[src/rtl/fb_pkg.sv]
// Shared frame-store constants, FSM encoding and pixel-address helper
// for the 640x480 double-buffered frame store.
package fb_pkg;

  localparam int H_RES    = 640;
  localparam int V_RES    = 480;
  localparam int FB_DEPTH = H_RES * V_RES;
  localparam int ADDR_W   = 19;
  localparam int PIX_W    = 3;

  typedef enum logic [1:0] {
    CLEAR     = 2'd0,
    DRAW      = 2'd1,
    WAIT_SWAP = 2'd2
  } fb_state_e;

  // Linear address y*640+x, built from shifts so no multiplier is inferred.
  function automatic logic [ADDR_W-1:0] xy_to_addr(input logic [9:0] x,
                                                   input logic [8:0] y);
    return ADDR_W'({y, 9'b0}) + ADDR_W'({y, 7'b0}) + ADDR_W'(x);
  endfunction

endpackage

[src/rtl/fb_clear_engine.sv]
// Back-bank clear sweep: writes a fixed color to every address 0..DEPTH-1,
// one per cycle. Comes out of reset already sweeping; start_i restarts at 0.
module fb_clear_engine #(
  parameter int                DEPTH       = 307200,
  parameter int                DATA_W      = 3,
  parameter logic [DATA_W-1:0] CLEAR_COLOR = '0
) (
  input  logic                      clk,
  input  logic                      reset,
  input  logic                      start_i,
  output logic                      busy_o,
  output logic                      done_o,
  output logic [fb_pkg::ADDR_W-1:0] addr_o,
  output logic                      we_o,
  output logic [DATA_W-1:0]         wdata_o
);
  import fb_pkg::*;

  localparam logic [ADDR_W-1:0] LAST_ADDR = ADDR_W'(DEPTH - 1);

  logic              busy_q, busy_d;
  logic [ADDR_W-1:0] ptr_q, ptr_d;
  logic              at_last;

  assign at_last = (ptr_q == LAST_ADDR);

  always_comb begin
    busy_d = busy_q;
    ptr_d  = ptr_q;
    if (start_i) begin
      busy_d = 1'b1;
      ptr_d  = '0;
    end else if (busy_q) begin
      if (at_last) begin
        busy_d = 1'b0;
        ptr_d  = '0;
      end else begin
        ptr_d = ptr_q + 1'b1;
      end
    end
  end

  always_ff @(posedge clk) begin
    if (reset) begin
      busy_q <= 1'b1;
      ptr_q  <= '0;
    end else begin
      busy_q <= busy_d;
      ptr_q  <= ptr_d;
    end
  end

  assign busy_o  = busy_q;
  assign done_o  = busy_q & at_last;
  assign addr_o  = ptr_q;
  assign we_o    = busy_q;
  assign wdata_o = CLEAR_COLOR;

endmodule

[src/rtl/fb_controller.sv]
// Double-buffer controller: front bank feeds scanout, back bank is cleared
// then drawn by the renderer; banks swap on vsync after frame_done.
//
// state     | meaning
// CLEAR     | clear engine sweeping the back bank, renderer stalled
// DRAW      | renderer writes accepted into the back bank
// WAIT_SWAP | frame committed, waiting for the next vsync rising edge
module fb_controller #(
  parameter int               H_RES       = 640,
  parameter int               V_RES       = 480,
  parameter int               PIX_W       = 3,
  parameter logic [PIX_W-1:0] CLEAR_COLOR = '0,
  parameter int               CNT_W       = 8
) (
  input  logic                      clk,
  input  logic                      reset,
  input  logic                      vsync,
  input  logic [fb_pkg::ADDR_W-1:0] scan_addr,
  output logic [PIX_W-1:0]          scan_data,
  input  logic                      wr_valid,
  output logic                      wr_ready,
  input  logic [9:0]                wr_x,
  input  logic [8:0]                wr_y,
  input  logic [PIX_W-1:0]          wr_color,
  input  logic                      frame_done,
  output logic [fb_pkg::ADDR_W-1:0] bank0_addr,
  output logic                      bank0_we,
  output logic [PIX_W-1:0]          bank0_wdata,
  input  logic [PIX_W-1:0]          bank0_rdata,
  output logic [fb_pkg::ADDR_W-1:0] bank1_addr,
  output logic                      bank1_we,
  output logic [PIX_W-1:0]          bank1_wdata,
  input  logic [PIX_W-1:0]          bank1_rdata,
  output logic                      front_sel,
  output logic                      busy_clear,
  output logic [CNT_W-1:0]          frames_dropped
);
  import fb_pkg::*;

  localparam int         DEPTH = H_RES * V_RES;
  localparam logic [9:0] X_LIM = 10'(H_RES);
  localparam logic [8:0] Y_LIM = 9'(V_RES);

  fb_state_e         state_q, state_d;
  logic              front_sel_q, front_sel_d;
  logic              scan_sel_q;
  logic              vsync_q;
  logic [CNT_W-1:0]  dropped_q, dropped_d;
  logic              vs_edge;
  logic              count_drop;

  logic              clr_start, clr_busy, clr_done, clr_we;
  logic [ADDR_W-1:0] clr_addr;
  logic [PIX_W-1:0]  clr_wdata;

  logic              wr_fire, wr_in_range;
  logic [ADDR_W-1:0] wr_addr;
  logic [ADDR_W-1:0] back_addr;
  logic              back_we;
  logic [PIX_W-1:0]  back_wdata;

  fb_clear_engine #(
    .DEPTH      (DEPTH),
    .DATA_W     (PIX_W),
    .CLEAR_COLOR(CLEAR_COLOR)
  ) u_clear (
    .clk    (clk),
    .reset  (reset),
    .start_i(clr_start),
    .busy_o (clr_busy),
    .done_o (clr_done),
    .addr_o (clr_addr),
    .we_o   (clr_we),
    .wdata_o(clr_wdata)
  );

  assign vs_edge     = vsync & ~vsync_q;
  assign wr_ready    = ~reset & (state_q == DRAW);
  assign wr_fire     = wr_valid & wr_ready;
  assign wr_in_range = (wr_x < X_LIM) && (wr_y < Y_LIM);
  assign wr_addr     = xy_to_addr(wr_x, wr_y);

  always_comb begin
    state_d     = state_q;
    front_sel_d = front_sel_q;
    dropped_d   = dropped_q;
    clr_start   = 1'b0;
    count_drop  = 1'b0;
    case (state_q)
      CLEAR: begin
        count_drop = vs_edge;
        if (clr_done) state_d = DRAW;
      end
      DRAW: begin
        // A vsync edge here is dropped even when frame_done arrives with it.
        count_drop = vs_edge;
        if (frame_done) state_d = WAIT_SWAP;
      end
      WAIT_SWAP: begin
        if (vs_edge) begin
          front_sel_d = ~front_sel_q;
          clr_start   = 1'b1;
          state_d     = CLEAR;
        end
      end
      default: state_d = CLEAR;
    endcase
    if (count_drop && (dropped_q != {CNT_W{1'b1}})) begin
      dropped_d = dropped_q + 1'b1;
    end
  end

  always_ff @(posedge clk) begin
    if (reset) begin
      state_q     <= CLEAR;
      front_sel_q <= 1'b0;
      scan_sel_q  <= 1'b0;
      vsync_q     <= 1'b0;
      dropped_q   <= '0;
    end else begin
      state_q     <= state_d;
      front_sel_q <= front_sel_d;
      scan_sel_q  <= front_sel_q;
      vsync_q     <= vsync;
      dropped_q   <= dropped_d;
    end
  end

  always_comb begin
    back_addr  = '0;
    back_we    = 1'b0;
    back_wdata = '0;
    case (state_q)
      CLEAR: begin
        back_addr  = clr_addr;
        back_we    = clr_we & ~reset;
        back_wdata = clr_wdata;
      end
      DRAW: begin
        if (wr_fire) begin
          back_addr  = wr_addr;
          back_we    = wr_in_range;
          back_wdata = wr_color;
        end
      end
      default: ;
    endcase
  end

  assign bank0_addr  = front_sel_q ? back_addr : scan_addr;
  assign bank0_we    = front_sel_q & back_we;
  assign bank0_wdata = front_sel_q ? back_wdata : '0;
  assign bank1_addr  = front_sel_q ? scan_addr : back_addr;
  assign bank1_we    = ~front_sel_q & back_we;
  assign bank1_wdata = front_sel_q ? '0 : back_wdata;

  // Read data returns a cycle after the address, so steer with the delayed select.
  assign scan_data      = scan_sel_q ? bank1_rdata : bank0_rdata;
  assign front_sel      = front_sel_q;
  assign busy_clear     = reset | clr_busy;
  assign frames_dropped = dropped_q;

endmodule

[config.mk]
export PLATFORM = sky130hd
export DESIGN_NAME = fb_controller
export DESIGN_NICKNAME = d
export VERILOG_FILES = /design/src/rtl/fb_pkg.sv /design/src/rtl/fb_clear_engine.sv /design/src/rtl/fb_controller.sv
export SDC_FILE = /design/constraint.sdc
export NUM_CORES = 1
export LEC_CHECK = 0
export CAP_MARGIN = 5
export CORE_MARGIN = 2
export CORE_UTILIZATION = 45
export DETAILED_ROUTE_END_ITERATION = 7
export GPL_TIMING_DRIVEN = 0
export PLACE_DENSITY = 0.86
export SKIP_CTS_REPAIR_TIMING = 1
export SYNTH_ARGS = -nofsm -noshare
export SYNTH_HDL_FRONTEND = slang
export SYNTH_SLANG_ARGS = --single-unit
[constraint.sdc]
create_clock -name clk -period 3.7 [get_ports clk]
set_input_delay 0.74 -clock clk [delete_from_list [all_inputs] [get_ports clk]]
set_output_delay 0.74 -clock clk [all_outputs]
set_load 0.005 [all_outputs]
=== Yosys cells after proc, flatten, opt, wreduce, memory -nomap -nowiden ===
Cells that the tools add are included.

* Bits in registers: 33
* Input bits: 52
* Output and inout port bits: 60
* Logic and storage cells: 59

* Add/sub/neg operators: 4
* Magnitude comparators: 2
* Equal/unequal tests: 7
* Mux-type cells: 21
* Bitwise logic cells: 11
* Reductions and logical operators: 7

{| class="wikitable"
|+ Operators with widths
! kind !! number
|-
| 19-bit two-way mux || 4
|-
| 19-bit one-hot mux with 2 select lines || 1
|-
| 18-bit by 16-bit adder with 19-bit output || 1
|-
| 19-bit by 1-bit adder with 19-bit output, second input constant || 1
|-
| 19-bit by 10-bit adder with 19-bit output || 1
|-
| 19-bit == test, second input constant || 1
|-
| 3-bit two-way mux || 5
|-
| 10-bit < comparator, second input constant || 1
|-
| 9-bit < comparator, second input constant || 1
|-
| 8-bit by 1-bit adder with 8-bit output, second input constant || 1
|-
| 8-bit inequality test, second input constant || 1
|-
| 1-bit AND || 7
|-
| 1-bit two-way mux || 6
|-
| 2-bit two-way mux || 3
|-
| 2-bit inequality test, second input constant || 3
|-
| 2-bit one-hot mux with 3 select lines || 1
|-
| 2-bit OR reduction || 2
|-
| 1-bit inverter || 3
|-
| 3-bit AND reduction || 1
|-
| 2-bit by 1-bit == test with 1-bit output, second input constant || 1
|-
| 2-bit == test, second input constant || 1
|-
| 1-bit logical AND || 2
|-
| 2-bit zero test || 1
|-
| 1-bit one-hot mux with 2 select lines || 1
|-
| other kinds (2) || 2
|}

=== Depth between registers and ports, before layout ===
* Word-level depth: 6
* Gate-level depth with buffers: 9
* Gate-level depth less buffers: 9

=== Cells and area by module ===
A second synthesis with hierarchy kept.

* Cell total of the unflattened synthesis: 396
* Area total of the unflattened synthesis: 2,947.8 um^2

{| class="wikitable"
|+ Modules (own cells, without submodules)
! module !! instances !! cells an instance !! area each (um^2) !! sequential area each (um^2)
|-
| fb_controller || 1 || 284 || 1,979.4 || 260.2
|-
| fb_clear_engine || 1 || 112 || 968.4 || 400.4
|}

=== Worst setup path before layout ===
Ideal clock, no wire load.

* Kind: input -> output
* Start: input port wr_x[9]
* End: output port bank1_addr[15] in the netlist's numbering
* Data arrival time: 2.716 ns
* Required time: 2.960 ns
* Path slack: 0.244 ns
* Cell stages on the path: 9
* Path buffers: 0
* Cells stage by stage: inv_1 -> fa_1 -> inv_1 -> ha_1 -> a21oi_1 -> o221ai_2 -> a31oi_1 -> nor4_1 -> or3_1

* Cells in the longest elaborated chain, start to end: 4

{| class="wikitable"
|+ RTL lines
! item !! RTL line !! text
|-
| from (decl) || fb_controller.sv:22 || <nowiki>input logic [9:0] wr_x,</nowiki>
|-
| 19-bit by 10-bit adder with 19-bit output || fb_pkg.sv:20 || <nowiki>return ADDR_W'({y, 9'b0}) + ADDR_W'({y, 7'b0}) + ADDR_W'(x);</nowiki>
|-
| 19-bit two-way mux || fb_controller.sv:140 || <nowiki>if (wr_fire) begin</nowiki>
|-
| 19-bit one-hot mux with 2 select lines || fb_controller.sv:133 || <nowiki>case (state_q)</nowiki>
|-
| 19-bit two-way mux || fb_controller.sv:153 || <nowiki>assign bank1_addr = front_sel_q ? scan_addr : back_addr;</nowiki>
|-
| to (decl) || fb_controller.sv:30 || <nowiki>output logic [fb_pkg::ADDR_W-1:0] bank1_addr,</nowiki>
|}

Every way passes these cells.

=== Final worst setup path ===
* Start: input port wr_y[4]
* End: output port bank0_addr[17] in the netlist's numbering

* Cells in the longest elaborated chain, start to end: 5

{| class="wikitable"
|+ RTL lines
! item !! RTL line !! text
|-
| from (decl) || fb_controller.sv:23 || <nowiki>input logic [8:0] wr_y,</nowiki>
|-
| 18-bit by 16-bit adder with 19-bit output || fb_pkg.sv:20 ||
|-
| 19-bit by 10-bit adder with 19-bit output || fb_pkg.sv:20 ||
|-
| 19-bit two-way mux || fb_controller.sv:140 ||
|-
| 19-bit one-hot mux with 2 select lines || fb_controller.sv:133 ||
|-
| 19-bit two-way mux || fb_controller.sv:150 || <nowiki>assign bank0_addr = front_sel_q ? back_addr : scan_addr;</nowiki>
|-
| to (decl) || fb_controller.sv:26 || <nowiki>output logic [fb_pkg::ADDR_W-1:0] bank0_addr,</nowiki>
|}

Every way passes these cells.

==> out/qor.txt <==
worst min path class: register to register
HPWL Detailed: 7340 um
vias per cell: 5.87
io pins: 112
FF+latch count, synth: 33
Final setup viols: 0
# rows: 29
share of the yosys chip area belonging to registers: 22.6%
Synth top area share: 22.6%
layout cells sized above 1: 19.1%
Antenna diodes: 0
stages on the worst setup path: 10
Slowest-stage cell, CP: or4_1
Worst Setup SP: wr_y[4]
multiplexer share of the synthesized area: 3.04%
fill count: 489
RSZ-0062 raised after global routing: yes
Mapped Cells: 386
syn_area_per_cell: 7.57 um^2
Post-synth top cells: nor2_1, a21oi_1, dfxtp_1, nand3_1, nand2_1
post-synthesis compound-gate area fraction: 19.4%
largest family of logic cells by synthesized area: simple AND/OR/NAND/NOR gates
Netlist cell types: 60
CTS clk-pin slew, worst paths: 60 ps
yosys warns: 0
status: completed
worst reg-to-reg path cell count: 8
post-route clock period utilization: 99.8%
Residual DRC: 0
CP max FO: 4
area delta synth->final: 57.9%
largest net degree at the start of global routing: 11
Yosys top cell by area: dfxtp_1
capture point of the worst reg-to-reg path: u_clear.addr_o[18]
Worst Setup EP: bank0_addr[17]
kind of start point of the critical path: input pin
drt first pass iters: 4
Syn Nets: 459
reg-to-reg slack, setup: 1840 ps
Die Ht: 84.6 um
fin. max-slew vios: 0
Pwr Density: 225 nW/um^2
Max Clk Rate: 271 MHz
cell area after synthesis: 2920 um^2
CORE AREA: 6310 um^2
crit-path most repeated cell: ha_1
Most used DFF post-synth: dfxtp_1
R2R Path Start: u_clear.addr_o[0]
CTS Buf Count: 5
worst-path cell chain: dlymetal6s2s_1 -> ha_1 -> ha_1 -> buf_6 -> a211oi_1 -> o211ai_1 -> o221ai_4 -> or4_1 -> nand3_1 -> clkbuf_2
Max Cap Viol: 0
maximum root-to-sink buffer count: 2
Post-Synth Simple-Gate Area: 31.2%
antenna violations before repair: 0
CTS root buf: clkbuf_8
post-route ant nets: 0
worst vdd ir: 198 uV
Setup CP Type: input pin to output pin
minimum clock period: 3690 ps
asr flop ratio synth: 0%
Initial Util: 46.3%
Worst Tran Pin Value: 621 ps
WP data arrival: 2950 ps
Detailed Route Iter0 Violations: 198
die area: 7160 um^2
Worst-Skew Late Latency: 280 ps
Final #Nets: 586
CTS tree: done
worst rel slew slack: 58.6%
gr ovfl total: 0
first-pass GRT wire length: 15400 um
CTS Sinks: 33
worst hold slack: 516 ps
most frequent cell after synthesis: nor2_1
Synth Area in Adders: 9.50%
Worst setup EP type: output pin
leakage power: 1.92 nW
H-tree depth: 2
PortBufs: 110
wire per inst: 17.6 um
Final GP Congestion: 0.852
Fin. Hold Viols: 0
TNS Setup: 0 ps
clock skew: 5.04 ps
Total GRT Usage: 26.2%
vias in the first global route: 3263
Max stage delay on crit path: 500 ps
Routed WL: 10400 um
routed via count: 3470
Die W: 84.6 um
Post-synth EDFFs: 0
worst path bufs/invs: 3
CP top delay family: compound AO/OA/AOI/OAI gates
synth top area cells: dfxtp_1, nor2_1, ha_1
Synth Area in XOR/XNOR: 8.39%
worst path required time: 2960 ps
## layer usage
layer | part of all wire [%] | up-vias | global-route usage, %
met3 | 6.6 | 39 | 5.11
li1 | - | 1653 | -
met1 | 38 | 1628 | 30.8
met5 | 0 | - | 0
met4 | 3.9 | 0 | 12.1
met2 | 51 | 150 | 45.5
## area by class of cell
type | count | area [um^2] | share of cell area (%)
multi-input cells | 314 | 2400 | 52.0
clock inverters | 1 | 5.00 | 0.108
flip-flops and latches | 33 | 661 | 14.3
inverters | 15 | 56.3 | 1.22
repair buffers | 120 | 1180 | 25.5
clock buffers | 7 | 96.3 | 2.09
plain buffers | 24 | 123 | 2.66
well taps | 77 | 96.3 | 2.09
## power by group
group          internal, W  switching [W]
combinational     0.000198       0.000175
clock             0.000168       0.000129
sequential        0.000361     0.00000573
total             0.000727       0.000310
## how the worst min path moves through the flow
stage / startpoint / end / slack (ps) / cells past startpoint
floorplan: u_clear.addr_o[1] / u_clear.addr_o[1] / 470 / 2
global placement: u_clear.addr_o[1] / u_clear.addr_o[1] / 500 / 2
detailed placement: u_clear.addr_o[1] / u_clear.addr_o[1] / 510 / 2
CTS: u_clear.addr_o[1] / u_clear.addr_o[1] / 520 / 2
global route: u_clear.addr_o[1] / u_clear.addr_o[1] / 540 / 2
finish: u_clear.addr_o[1] / u_clear.addr_o[1] / 520 / 2
## tightest hold or removal path, cell delays in order (launching register included)
cell and delay, ps:
dfxtp_1 340, nand2b_1 80, a21oi_1 60
## cell usage in the layout, fill, tap and decap left out, types with 5 or more instances in the layout
cell              n
dlymetal6s2s_1   18
nand2_1          19
ha_1              7
a21oi_1          33
clkbuf_1         14
or3_1             6
clkbuf_2          9
a22oi_1          10
buf_2             5
a21oi_2           5
nor2_1           66
nand4_1           8
dfxtp_1          33
ha_4             11
clkdlybuf4s50_1  82
buf_4            11
clkbuf_8          7
inv_2             5
xor2_1           11
nand3_1          20
xnor2_1          16
mux2_2            6
inv_1            10
and3_1           11
## state kept, by name (all words and copies together), names as in the netlist
name            count
u_clear.addr_o     19
frames_dropped      8
state_q             2
front_sel           1
scan_sel_q          1
u_clear.busy_o      1
vsync_q             1
## cells by family after synthesis
kind of cell,Yosys count
DFF,33
muxes,8
adders and majority gates,21
and+or+nand+nor,171
buffers and inverters,39
xor gates and xnor gates,28
AOI/OAI and AO/OA,86
## per-stage QoR
step	instances	total power (W)	cell area [um^2]	util, %	worst slack, ps
after floorplan	386	0.000504	2920	-	244
after global placement	573	0.000627	4120	65.3	-980
after detailed placement	573	0.000636	4120	65.3	-1020
after CTS	581	0.000926	4220	66.9	-1020
after global routing	591	0.00108	4610	73.1	-98.5
final	591	0.00104	4610	73.1	6.21
Note: power is estimated with default switching activity, not from simulation.
